==> config.mk <==
export PLATFORM = sky130hd
export DESIGN_NAME = ultrasonic_ranger
export DESIGN_NICKNAME = d
export VERILOG_FILES = /design/src/rtl/ultrasonic_pkg.sv /design/src/rtl/ultrasonic_ranger_median3.sv /design/src/rtl/ultrasonic_ranger.sv
export SDC_FILE = /design/constraint.sdc
export NUM_CORES = 1
export LEC_CHECK = 0
export ABC_CLOCK_PERIOD_IN_PS = 2390
export BUFFER_PORTS_ARGS = -buffer_cell sky130_fd_sc_hd__buf_2
export CAP_MARGIN = 10
export CORE_ASPECT_RATIO = 0.7
export CORE_MARGIN = 3
export CORE_UTILIZATION = 54
export CTS_CLUSTER_SIZE = 16
export DETAILED_ROUTE_END_ITERATION = 6
export GPL_ROUTABILITY_DRIVEN = 0
export PLACE_DENSITY = 0.76
export RECOVER_POWER = 25
export SLEW_MARGIN = 20
export SYNTH_ARGS = -nofsm -noshare
export SYNTH_HDL_FRONTEND = slang
export SYNTH_SLANG_ARGS = --single-unit
export TNS_END_PERCENT = 1
==> constraint.sdc <==
create_clock -name clk -period 2.39 [get_ports clk]
set_input_delay 0.3585 -clock clk [delete_from_list [all_inputs] [get_ports clk]]
set_output_delay 0.3585 -clock clk [all_outputs]
set_load 0.05 [all_outputs]
==> src/rtl/ultrasonic_pkg.sv <==
// Shared definitions for the multi-channel ultrasonic range controller.
//   state_e    : controller state encoding
//   US_PER_CM  : echo round-trip time per centimetre, in microseconds
//   ch_width() : width of a channel index, never less than one bit
package ultrasonic_pkg;

    typedef enum logic [2:0] {
        ST_IDLE,
        ST_TRIG,
        ST_WAIT_RISE,
        ST_MEASURE,
        ST_HOLDOFF
    } state_e;

    localparam int US_PER_CM = 58;

    function automatic int ch_width(input int n);
        return (n > 1) ? $clog2(n) : 1;
    endfunction

endpackage

==> src/rtl/ultrasonic_ranger_median3.sv <==
// ranger_median3: per-channel 3-deep history of raw results plus a median
// compare stage. Used only when RANGER_MEDIAN_EN is defined.
// Ports:
//   clk, reset  clock, synchronous active-high reset
//   wr_valid    raw result written this cycle (combinational from the FSM)
//   wr_ch       channel of the raw result
//   wr_val      raw distance in cm (MAX_CM for a timeout)
//   dist_cm     median of the last three raw results, per channel
//   dist_valid  one-cycle pulse, one cycle after the history was updated
//   dist_ch     channel flagged by dist_valid
module ranger_median3 #(
    parameter int NUM_CH = 2,
    parameter int DIST_W = 16,
    parameter int CH_W   = 1
) (
    input  logic                     clk,
    input  logic                     reset,
    input  logic                     wr_valid,
    input  logic [CH_W-1:0]          wr_ch,
    input  logic [DIST_W-1:0]        wr_val,
    output logic [NUM_CH*DIST_W-1:0] dist_cm,
    output logic                     dist_valid,
    output logic [CH_W-1:0]          dist_ch
);

    logic [DIST_W-1:0]        hist_q [NUM_CH][3];
    logic [DIST_W-1:0]        hist_d [NUM_CH][3];
    logic                     pend_valid_q;
    logic [CH_W-1:0]          pend_ch_q;
    logic [NUM_CH*DIST_W-1:0] dist_q, dist_d;
    logic                     dist_valid_q;
    logic [CH_W-1:0]          dist_ch_q;

    function automatic logic [DIST_W-1:0] median3(input logic [DIST_W-1:0] a,
                                                  input logic [DIST_W-1:0] b,
                                                  input logic [DIST_W-1:0] c);
        logic [DIST_W-1:0] lo, hi, mid;
        lo  = (a < b) ? a : b;
        hi  = (a < b) ? b : a;
        mid = (hi < c) ? hi : c;
        return (lo > mid) ? lo : mid;
    endfunction

    always_comb begin
        hist_d = hist_q;
        dist_d = dist_q;
        for (int k = 0; k < NUM_CH; k++) begin
            // Stage 1: shift the new raw result into the channel history.
            if (wr_valid && wr_ch == CH_W'(k)) begin
                hist_d[k][2] = hist_q[k][1];
                hist_d[k][1] = hist_q[k][0];
                hist_d[k][0] = wr_val;
            end
            // Stage 2: publish the median of the freshly updated history.
            if (pend_valid_q && pend_ch_q == CH_W'(k)) begin
                dist_d[k*DIST_W +: DIST_W] = median3(hist_q[k][0], hist_q[k][1], hist_q[k][2]);
            end
        end
    end

    always_ff @(posedge clk) begin
        if (reset) begin
            // NOTE: the history is a few flops per channel that must read as 0
            // after reset, so it is cleared like any other register.
            for (int k = 0; k < NUM_CH; k++) begin
                for (int j = 0; j < 3; j++) begin
                    hist_q[k][j] <= '0;
                end
            end
            pend_valid_q <= 1'b0;
            pend_ch_q    <= '0;
            dist_q       <= '0;
            dist_valid_q <= 1'b0;
            dist_ch_q    <= '0;
        end else begin
            hist_q       <= hist_d;
            pend_valid_q <= wr_valid;
            pend_ch_q    <= wr_ch;
            dist_q       <= dist_d;
            dist_valid_q <= pend_valid_q;
            dist_ch_q    <= pend_ch_q;
        end
    end

    assign dist_cm    = dist_q;
    assign dist_valid = dist_valid_q;
    assign dist_ch    = dist_ch_q;

endmodule

==> src/rtl/ultrasonic_ranger.sv <==
// ultrasonic_ranger: multi-channel HC-SR04-style trigger/echo controller.
// Fires the sensors round-robin, one per fixed-length slot, measures the
// echo width directly in cm and publishes a per-channel distance.
// Optional feature: define RANGER_MEDIAN_EN to report the median of each
// channel's last three raw results (dist_valid then lags by one cycle).
// Ports:
//   clk, reset  clock, synchronous active-high reset
//   run         1 = keep measuring; 0 = stop once the current slot ends
//   echo        raw asynchronous echo inputs, one per channel
//   trig        trigger outputs, at most one high at a time
//   dist_cm     latest distance per channel, ch k at [k*DIST_W +: DIST_W]
//   dist_valid  one-cycle pulse when a channel result is written
//   dist_ch     channel of the write flagged by dist_valid
//   timeout     sticky per channel: last result of that channel timed out
//   busy        controller is not idle
module ultrasonic_ranger
    import ultrasonic_pkg::*;
#(
    parameter int  CLK_HZ  = 100_000_000,
    parameter int  NUM_CH  = 2,
    parameter int  DIST_W  = 16,
    parameter int  TRIG_US = 10,
    parameter int  SLOT_MS = 60,
    parameter int  MAX_CM  = 400,
    parameter int  WAIT_US = 30000,
    localparam int CH_W    = ch_width(NUM_CH)
) (
    input  logic                     clk,
    input  logic                     reset,
    input  logic                     run,
    input  logic [NUM_CH-1:0]        echo,
    output logic [NUM_CH-1:0]        trig,
    output logic [NUM_CH*DIST_W-1:0] dist_cm,
    output logic                     dist_valid,
    output logic [CH_W-1:0]          dist_ch,
    output logic [NUM_CH-1:0]        timeout,
    output logic                     busy
);

    localparam int CLK_MHZ  = CLK_HZ / 1_000_000;
    localparam int TPC      = CLK_MHZ * US_PER_CM;   // clock ticks per cm
    localparam int TRIG_CYC = TRIG_US * CLK_MHZ;
    localparam int WAIT_CYC = WAIT_US * CLK_MHZ;
    localparam int SLOT_CYC = SLOT_MS * 1000 * CLK_MHZ;
    localparam int CNT_MAX  = (WAIT_CYC > TRIG_CYC) ? WAIT_CYC : TRIG_CYC;
    localparam int CNT_W    = $clog2(CNT_MAX + 1);
    localparam int SLOT_W   = $clog2(SLOT_CYC + 1);
    localparam int TICK_W   = $clog2(TPC + 1);

    if (CLK_MHZ < 1 || (CLK_HZ % 1_000_000) != 0) begin : g_bad_clk
        $error("CLK_HZ must be a non-zero multiple of 1 MHz");
    end
    if (NUM_CH < 1 || NUM_CH > 8) begin : g_bad_ch
        $error("NUM_CH must be 1..8");
    end
    if (MAX_CM >= 2**DIST_W) begin : g_bad_max
        $error("MAX_CM must fit in DIST_W bits");
    end
    if (SLOT_CYC <= TRIG_CYC + WAIT_CYC + MAX_CM * TPC) begin : g_bad_slot
        $error("slot too short for trigger, echo wait and maximum range");
    end

    // Two-flop synchroniser; everything downstream uses echo_sync_q.
    logic [NUM_CH-1:0] echo_meta_q, echo_sync_q;

    state_e            state_q, state_d;
    logic [CH_W-1:0]   ch_q, ch_d;
    logic [CNT_W-1:0]  cnt_q, cnt_d;      // trigger width / echo-rise wait
    logic [SLOT_W-1:0] slot_q, slot_d;    // cycles since the slot's trigger started
    logic [TICK_W-1:0] tick_q, tick_d;    // sub-centimetre tick counter
    logic [DIST_W-1:0] cm_q, cm_d;
    logic [NUM_CH-1:0] trig_q, trig_d;
    logic [NUM_CH-1:0] timeout_q, timeout_d;

    logic              echo_sel;
    logic              wr_valid;
    logic [DIST_W-1:0] wr_val;
    logic              wr_to;

    assign echo_sel = echo_sync_q[ch_q];

    always_comb begin
        // NOTE: every signal driven here gets a default first, so no path
        // through the case statement can leave one unassigned and infer a latch.
        state_d   = state_q;
        ch_d      = ch_q;
        cnt_d     = cnt_q;
        tick_d    = tick_q;
        cm_d      = cm_q;
        wr_valid  = 1'b0;
        wr_val    = '0;
        wr_to     = 1'b0;

        unique case (state_q)
            ST_IDLE: begin
                if (run) begin
                    state_d = ST_TRIG;
                    cnt_d   = '0;
                end
            end
            ST_TRIG: begin
                if (cnt_q == CNT_W'(TRIG_CYC - 1)) begin
                    state_d = ST_WAIT_RISE;
                    cnt_d   = '0;
                end else begin
                    cnt_d = cnt_q + 1'b1;
                end
            end
            ST_WAIT_RISE: begin
                if (echo_sel) begin
                    // The cycle that sees the rise is the first echo-high tick.
                    state_d = ST_MEASURE;
                    tick_d  = TICK_W'(1);
                    cm_d    = '0;
                end else if (cnt_q == CNT_W'(WAIT_CYC - 1)) begin
                    state_d  = ST_HOLDOFF;
                    wr_valid = 1'b1;
                    wr_val   = DIST_W'(MAX_CM);
                    wr_to    = 1'b1;
                end else begin
                    cnt_d = cnt_q + 1'b1;
                end
            end
            ST_MEASURE: begin
                if (!echo_sel) begin
                    state_d  = ST_HOLDOFF;
                    wr_valid = 1'b1;
                    wr_val   = cm_q;
                end else if (tick_q == TICK_W'(TPC - 1)) begin
                    tick_d = '0;
                    cm_d   = cm_q + 1'b1;
                    if (cm_q == DIST_W'(MAX_CM - 1)) begin
                        state_d  = ST_HOLDOFF;
                        wr_valid = 1'b1;
                        wr_val   = DIST_W'(MAX_CM);
                        wr_to    = 1'b1;
                    end
                end else begin
                    tick_d = tick_q + 1'b1;
                end
            end
            ST_HOLDOFF: begin
                if (slot_q == SLOT_W'(SLOT_CYC - 1)) begin
                    ch_d    = (ch_q == CH_W'(NUM_CH - 1)) ? '0 : ch_q + 1'b1;
                    state_d = run ? ST_TRIG : ST_IDLE;
                    cnt_d   = '0;
                end
            end
            default: state_d = ST_IDLE;
        endcase

        // The slot is timed from the first trigger cycle, which fixes the
        // trigger-to-trigger period at exactly SLOT_CYC.
        if (state_d == ST_IDLE || (state_d == ST_TRIG && state_q != ST_TRIG)) begin
            slot_d = '0;
        end else begin
            slot_d = slot_q + 1'b1;
        end

        // Registered trigger, decoded from the next state to avoid glitches.
        trig_d = '0;
        if (state_d == ST_TRIG) begin
            trig_d[ch_d] = 1'b1;
        end

        timeout_d = timeout_q;
        if (wr_valid) begin
            timeout_d[ch_q] = wr_to;
        end
    end

    always_ff @(posedge clk) begin
        // NOTE: state registers use non-blocking assignments so every flop
        // samples the pre-edge values regardless of statement order.
        if (reset) begin
            echo_meta_q <= '0;
            echo_sync_q <= '0;
            state_q     <= ST_IDLE;
            ch_q        <= '0;
            cnt_q       <= '0;
            slot_q      <= '0;
            tick_q      <= '0;
            cm_q        <= '0;
            trig_q      <= '0;
            timeout_q   <= '0;
        end else begin
            echo_meta_q <= echo;
            echo_sync_q <= echo_meta_q;
            state_q     <= state_d;
            ch_q        <= ch_d;
            cnt_q       <= cnt_d;
            slot_q      <= slot_d;
            tick_q      <= tick_d;
            cm_q        <= cm_d;
            trig_q      <= trig_d;
            timeout_q   <= timeout_d;
        end
    end

    assign trig    = trig_q;
    assign timeout = timeout_q;
    assign busy    = (state_q != ST_IDLE);

`ifdef RANGER_MEDIAN_EN
    ranger_median3 #(
        .NUM_CH (NUM_CH),
        .DIST_W (DIST_W),
        .CH_W   (CH_W)
    ) u_median (
        .clk        (clk),
        .reset      (reset),
        .wr_valid   (wr_valid),
        .wr_ch      (ch_q),
        .wr_val     (wr_val),
        .dist_cm    (dist_cm),
        .dist_valid (dist_valid),
        .dist_ch    (dist_ch)
    );
`else
    logic [NUM_CH*DIST_W-1:0] dist_q, dist_d;
    logic                     dist_valid_q;
    logic [CH_W-1:0]          dist_ch_q;

    always_comb begin
        dist_d = dist_q;
        for (int k = 0; k < NUM_CH; k++) begin
            if (wr_valid && ch_q == CH_W'(k)) begin
                dist_d[k*DIST_W +: DIST_W] = wr_val;
            end
        end
    end

    always_ff @(posedge clk) begin
        if (reset) begin
            dist_q       <= '0;
            dist_valid_q <= 1'b0;
            dist_ch_q    <= '0;
        end else begin
            dist_q       <= dist_d;
            dist_valid_q <= wr_valid;
            dist_ch_q    <= ch_q;
        end
    end

    assign dist_cm    = dist_q;
    assign dist_valid = dist_valid_q;
    assign dist_ch    = dist_ch_q;
`endif

endmodule

==> results.cfg, run 1 <==
[yosys]
yosysWarnings = 0
seq_area_frac_synth_pct = 42.89
synth_compound_area_share_pct = 15.46
synthXorXnorAreaFrac_pct = 7.036
synth_cells = 675
synth-simple-area-share_pct = 29.64
synthMuxAreaShare_pct = 0.7371
synth.avg_cell_area_um2 = 8.299
synth_top_cell_by_area = dfxtp_1
ys_seq_elements = 120
synth-edff-count = 0
synth_area_um2 = 5602
synth_ff_type = dfxtp_1
yosysTopAreaCellShare_pct = 42.89
synth_top_family_by_area = simple AND/OR/NAND/NOR gates
synthDistinctLibCells = 69
synth_area_leaders = dfxtp_1, nand3_1, o21ai_0, a21oi_1, xnor2_1
synth_nets = 684
synth_fa_ha_area_share_pct = 0.8935
async_flop_share_pct = 0

[floorplanning]
rows = 30
start_util_pct = 56.53
die_x_um = 127.7
boundaryPins = 44
dieArea_um2 = 11650
core_area_um2 = 9910
fp.dieH_um = 91.22

[finish]
diodes = 0
drive_gt1_share_pct = 18.61
finalNonFillerCells = 907
fin_nets = 776
syn2layout_area_growth_pct = 25.80

[worst_setup_path]
crit_fanout = 5
crit_type = flip-flop to flip-flop
critPathCapture = cnt_q[5]$_SDFFE_PP0P_
reg2reg_depth = 9
crit_path_end_kind = flip-flop
required_ps = 2750
crit_chain = ha_4, nand2_2, or4_4, nor4b_4, buf_6, buf_4, o211ai_4, a2111o_1, a21oi_2
startpoint = slot_q[0]$_SDFF_PP0_
worst_r2r_startpoint = slot_q[0]$_SDFF_PP0_
rrSetupSlack_ps = 40
arrival_ps = 2710
slowest_delay_ps = 560
reg2reg_to = cnt_q[5]$_SDFFE_PP0P_
critPathLaunchType = flip-flop
cp_slowest_cell = or4_4

[job]
max_cap_viol_count = 0

[clock_network]
holdBufCountCts = 0
clockBufferDepth = 2
tritoncts = done
clkTransAtPathRegs_ps = 60
htreeDepth = 4
cts_buffers = 17
clkSinkCount = 120
clk_latency_ps = 420
clock-root-buffer = clkbuf_16

[grt]
grt.total_usage_pct = 26.21
antenna_found_initial = 0
grt_overflow = 0
grt_max_degree = 34
grt_pass1_wl_um = 24670
grt_pass1_vias = 5228

[detailed_routing]
vias = 5504
drtAntennaViolNets = 0
drt-total-wl_um = 15440
avgViaCountPerCell = 6.068
drc = 0
dr.pass1.iters = 5
detail_route.wl_per_cell_um = 17.02
initialDrtViolationCount = 486

[timing]
clock.fmax_ghz = 0.4255
hold_viol = 0
clock_skew_ps = 9.782
drv_slew = 0
setup_violations = 0
slew_headroom_pct = 49.81
period_minus_slack_ps = 2350
hold_slack_ps = 156.6
period_share_pct = 98.33
finalSetupTns_ps = 0
tightestPinTransition_ps = 752.9
layout_setup_ws_ps = 39.99
rsz0062_at_grt = yes

[place]
portBuffers = 43
dp_cells = 870
place_hpwl_um = 10420
place_ws_ps = -58.57

[power_and_ir_drop]
p_leak_nw = 2.385
cellPowerDensity_nw_per_um2 = 663.1
p_total_mw = 4.673
ir_worst_vdd_mv = 0.5173

[worst_hold_path]
hp-class = input pin to flip-flop

[outcome]
status = finished, final reports clean
cell usage after synthesis, drive strengths merged, types with 13 or more instances:
library cell	count
nand2	62
clkbuf	23
o21ai	56
dfxtp	120
or3	15
nand4	13
nand3	59
a21oi	52
xnor2	28
xor2	17
nor2	66
nor3	22
critical path, delay by kind of cell (launching register included):
family | cells | cell delay, ps
compound gates | 3 | 650
flops | 1 | 360
simple gates | 3 | 850
buf+inv | 2 | 280
fa+ha+maj | 1 | 150
power by group:
part           total (mW)  switching (mW)  internal (mW)
Combinational       0.166           0.113         0.0533
Sequential           2.02         0.00839           2.01
Clock                2.49           0.957           1.53
Total                4.67            1.08           3.59
cell type report:
class | count | area [um2]
timing repair buffer | 108 | 719.4
clock inverter | 14 | 150.1
multi-input combinational | 509 | 3146
inverter | 11 | 41.29
tap | 128 | 160.2
sequential | 120 | 2405
clock buffer | 17 | 425.4
fill | 772 | 2863
worst min-delay path by stage:
stage / from / endpoint / cells after the start
global route: echo[1] / echo_meta_q[1]$_SDFF_PP0_ / 2
floorplan: echo_meta_q[0]$_SDFF_PP0_ / echo_sync_q[0]$_SDFF_PP0_ / 1
CTS: echo[0] / echo_meta_q[0]$_SDFF_PP0_ / 2
finish: echo[0] / echo_meta_q[0]$_SDFF_PP0_ / 2
detailed placement: echo_meta_q[0]$_SDFF_PP0_ / echo_sync_q[0]$_SDFF_PP0_ / 1
global placement: echo_meta_q[0]$_SDFF_PP0_ / echo_sync_q[0]$_SDFF_PP0_ / 1
metal layers:
metal | vias to the layer above | track usage, % | part of all wire, %
met2 | 243 | 42.42 | 47
li1 | 2618 | - | -
met4 | 0 | 8.481 | 1.8
met5 | - | 0 | 0
met3 | 34 | 7.466 | 7.9
met1 | 2609 | 33.72 | 43
cells in the final DEF (no fill, tap or decap), types with 4 or more instances in the layout:
cell,instances
xnor2_1,28
o21ai_0,46
o21ai_1,9
nor2_1,65
buf_6,5
nand3_1,58
nor4_1,7
or3_1,15
a211oi_1,7
xor2_1,17
nand4_1,13
nand2_1,60
buf_4,56
buf_2,13
clkbuf_16,17
nor2b_1,12
clkinvlp_4,6
inv_1,11
and2_1,4
o31ai_1,4
and3_1,12
dfxtp_1,118
or4_1,5
clkbuf_1,30
a2111o_1,4
nor3_1,20
a21oi_1,50
sequential cells by signal, summed over array words and instances, names as in the netlist:
| register | count |
|---|---|
| slot_q | 23 |
| timeout | 2 |
| cnt_q | 22 |
| state_q | 3 |
| echo_meta_q | 2 |
| dist_cm | 32 |
| trig | 2 |
| tick_q | 13 |
| ch_q | 1 |
| dist_ch | 1 |
| echo_sync_q | 2 |
| cm_q | 16 |
| dist_valid | 1 |
metrics by stage:
stage                     util, %  instance area (um2)
after CTS                   70.11                 6948
after detailed placement    63.83                 6325
after global routing        71.11                 7047
after floorplan                 -                 5603
final                       71.11                 7047
after global placement      63.83                 6325
cells by family (layout without fill, tap and decap cells):
group | Yosys count | count (layout)
buffers and inverters | 46 | 150
adders and majority gates | 4 | 4
DFF | 120 | 120
muxes | 4 | 4
AOI/OAI and AO/OA | 146 | 146
and+or+nand+nor | 310 | 310
xor gates and xnor gates | 45 | 45
what timing repair did:
| item | in CTS | in global routing |
|---|---|---|
| buffers inserted | 1 | 3 |
| pin swaps | 4 | 12 |
| setup endpoints to repair | 28 | 60 |
| gates resized for setup | 9 | 29 |
| hold endpoints to repair | 0 | 0 |
| gates cloned | 1 | 1 |
No activity file was read; power rests on OpenSTA's default activity.
==> inputs of run 2 (changes only) <==
--- a/config.mk
+++ b/config.mk
@@ -8,7 +8,7 @@
 export ABC_CLOCK_PERIOD_IN_PS = 2390
 export BUFFER_PORTS_ARGS = -buffer_cell sky130_fd_sc_hd__buf_2
 export CAP_MARGIN = 10
-export CORE_ASPECT_RATIO = 0.7
+export CORE_ASPECT_RATIO = 0.8
 export CORE_MARGIN = 3
 export CORE_UTILIZATION = 54
 export CTS_CLUSTER_SIZE = 16
==> run 2 against run 1 <==
Register-to-register slack hardly changed; clock skew decreased by 2.7 ps; die area is 0.11% lower; global-route usage down 0.56 points; critical path type unchanged; core utilization is 1.9 points lower; setup slack improved by 2.7 ps; first-iteration DRC count shrank 17%; hold slack better by 10 ps; cell area is 2.9% lower; maximum frequency up 0.12%; largest cell class unchanged; wire length is 3.7% lower.
==> results.cfg, run 2 (synthesis gave the netlist of run 1 again) <==
[power_and_ir_drop]
p_total_mw = 4.479
p_leak_nw = 2.282
ir_worst_vdd_mv = 0.4350
cellPowerDensity_nw_per_um2 = 654.5

[clock_network]
tritoncts = done
cts_buffers = 17
clockBufferDepth = 2
clkSinkCount = 120
clock-root-buffer = clkbuf_16
holdBufCountCts = 0
htreeDepth = 4
clkTransAtPathRegs_ps = 50
clk_latency_ps = 410

[worst_setup_path]
crit_path_end_kind = flip-flop
required_ps = 2670
crit_family = simple AND/OR/NAND/NOR gates
arrival_ps = 2630
crit_fanout = 21
crit_type = flip-flop to flip-flop
crit_buf_inv = 2
startpoint = slot_q[12]$_SDFF_PP0_
crit_chain = nand4bb_1, or4_4, nor4b_4, buf_6, o21ai_0, a32oi_1, buf_6, a21oi_1
worst_r2r_startpoint = slot_q[12]$_SDFF_PP0_
cp_slowest_cell = or4_4
cpMostUsedCell = buf_6
critPathLaunchType = flip-flop
slowest_delay_ps = 550

[timing]
rsz0062_at_grt = yes
tightestPinTransition_ps = 1125
clock_skew_ps = 7.095
drv_slew = 0
setup_violations = 0
period_minus_slack_ps = 2347
hold_viol = 0
clock.fmax_ghz = 0.4260
slew_headroom_pct = 24.99
period_share_pct = 98.21

[worst_hold_path]
min_from = echo[0]
hp-class = input pin to flip-flop

[detailed_routing]
dr.pass1.iters = 5
initialDrtViolationCount = 401
avgViaCountPerCell = 5.987
drt-total-wl_um = 14870
drtAntennaViolNets = 0
vias = 5364
drc = 0
detail_route.wl_per_cell_um = 16.59

[finish]
final_common_cell = dfxtp_1
fin_nets = 758
diodes = 0
largest_reg_flops = 32
syn2layout_area_growth_pct = 22.18
fill_cells = 790
layout_common_cells = dfxtp_1, nor2_1, nand2_1
drive_gt1_share_pct = 15.53
design_area_um2 = 6844

[grt]
grt_pass1_vias = 5055
antenna_found_initial = 0
grt_overflow = 0
grt.total_usage_pct = 25.65
grt_pass1_wl_um = 24530
grt_max_degree = 33

[place]
portBuffers = 43
place_hpwl_um = 10240
place_area_um2 = 6230

[floorplanning]
dieArea_um2 = 11640
rows = 32
die_x_um = 119.9
core_area_um2 = 9889
boundaryPins = 44
start_util_pct = 56.64
fp.dieH_um = 97.10

[outcome]
status = finished, final reports clean

[job]
max_cap_viol_count = 0
-- run 2: cell count changes in the layout (fill, tap and decap cells not counted), moves of 3 or more --
| cell | delta |
|---|---|
| clkinvlp_4 | -4 |
| inv_6 | -3 |
| o21ai_1 | -7 |
| o21ai_0 | +6 |
| clkinv_2 | +5 |
| clkbuf_1 | +5 |
| buf_4 | -15 |
| buf_2 | -4 |
-- run 2: per-layer routing --
layer / part of all wire (%) / track usage [%]
met1: 45 / 34.80
met2: 47 / 40.28
met3: 5.9 / 6.228
met4: 2.1 / 8.451
met5: 0 / 0
-- run 2: report_power, final --
group          internal [mW]  switching (mW)  leakage (nW)
Sequential              2.01         0.00730         0.968
Combinational         0.0425           0.105          1.05
Clock                   1.45           0.859         0.267
Total                   3.51           0.972          2.28
-- run 2: through the flow --
step	setup WS [ps]	setup TNS, ps	hold WS [ps]	cells	utilization, %
floorplan	16.04	0	413.8	675	-
global route	-13.81	-24.29	176.6	896	69.21
global placement	11.72	0	428.4	864	62.99
CTS	-44.51	-54.27	165.9	894	68.70
finish	42.72	0	166.6	896	69.21
detailed placement	-113.2	-751.1	449.1	864	62.99
-- run 2: path summary, 6_finish.rpt --
kind | depth (start not counted) | slack (ps) | end
setup reg to reg | 8 | 40 | cnt_q[5]$_SDFFE_PP0P_
hold reg to reg | 2 | 460 | dist_cm[26]$_SDFFE_PP0P_
setup / recovery | 8 | 40 | cnt_q[5]$_SDFFE_PP0P_
hold / removal | 2 | 170 | echo_meta_q[0]$_SDFF_PP0_
-- run 2: area by class of cell --
cell class	count	area, um2	share of cell area, %
inverter	11	41.29	0.6033
clock buffer	20	456.7	6.673
tap	136	170.2	2.486
timing repair buffer	90	574.3	8.391
sequential	120	2402	35.10
multi-input combinational	509	3119	45.58
clock inverter	10	80.08	1.170
-- run 2: repair_timing --
action / CTS / global route
resized for setup: 6 / 17
buffers inserted: 0 / 2
pin swaps: 0 / 9
endpoints found under the setup margin: 59 / 80
-- run 2: worst reg2reg max path, cell delays in order, from the launching register on --
cell	delay (ps)
dfxtp_1	340
nand4bb_1	190
or4_4	550
nor4b_4	250
buf_6	190
o21ai_0	110
a32oi_1	260
buf_6	240
a21oi_1	80
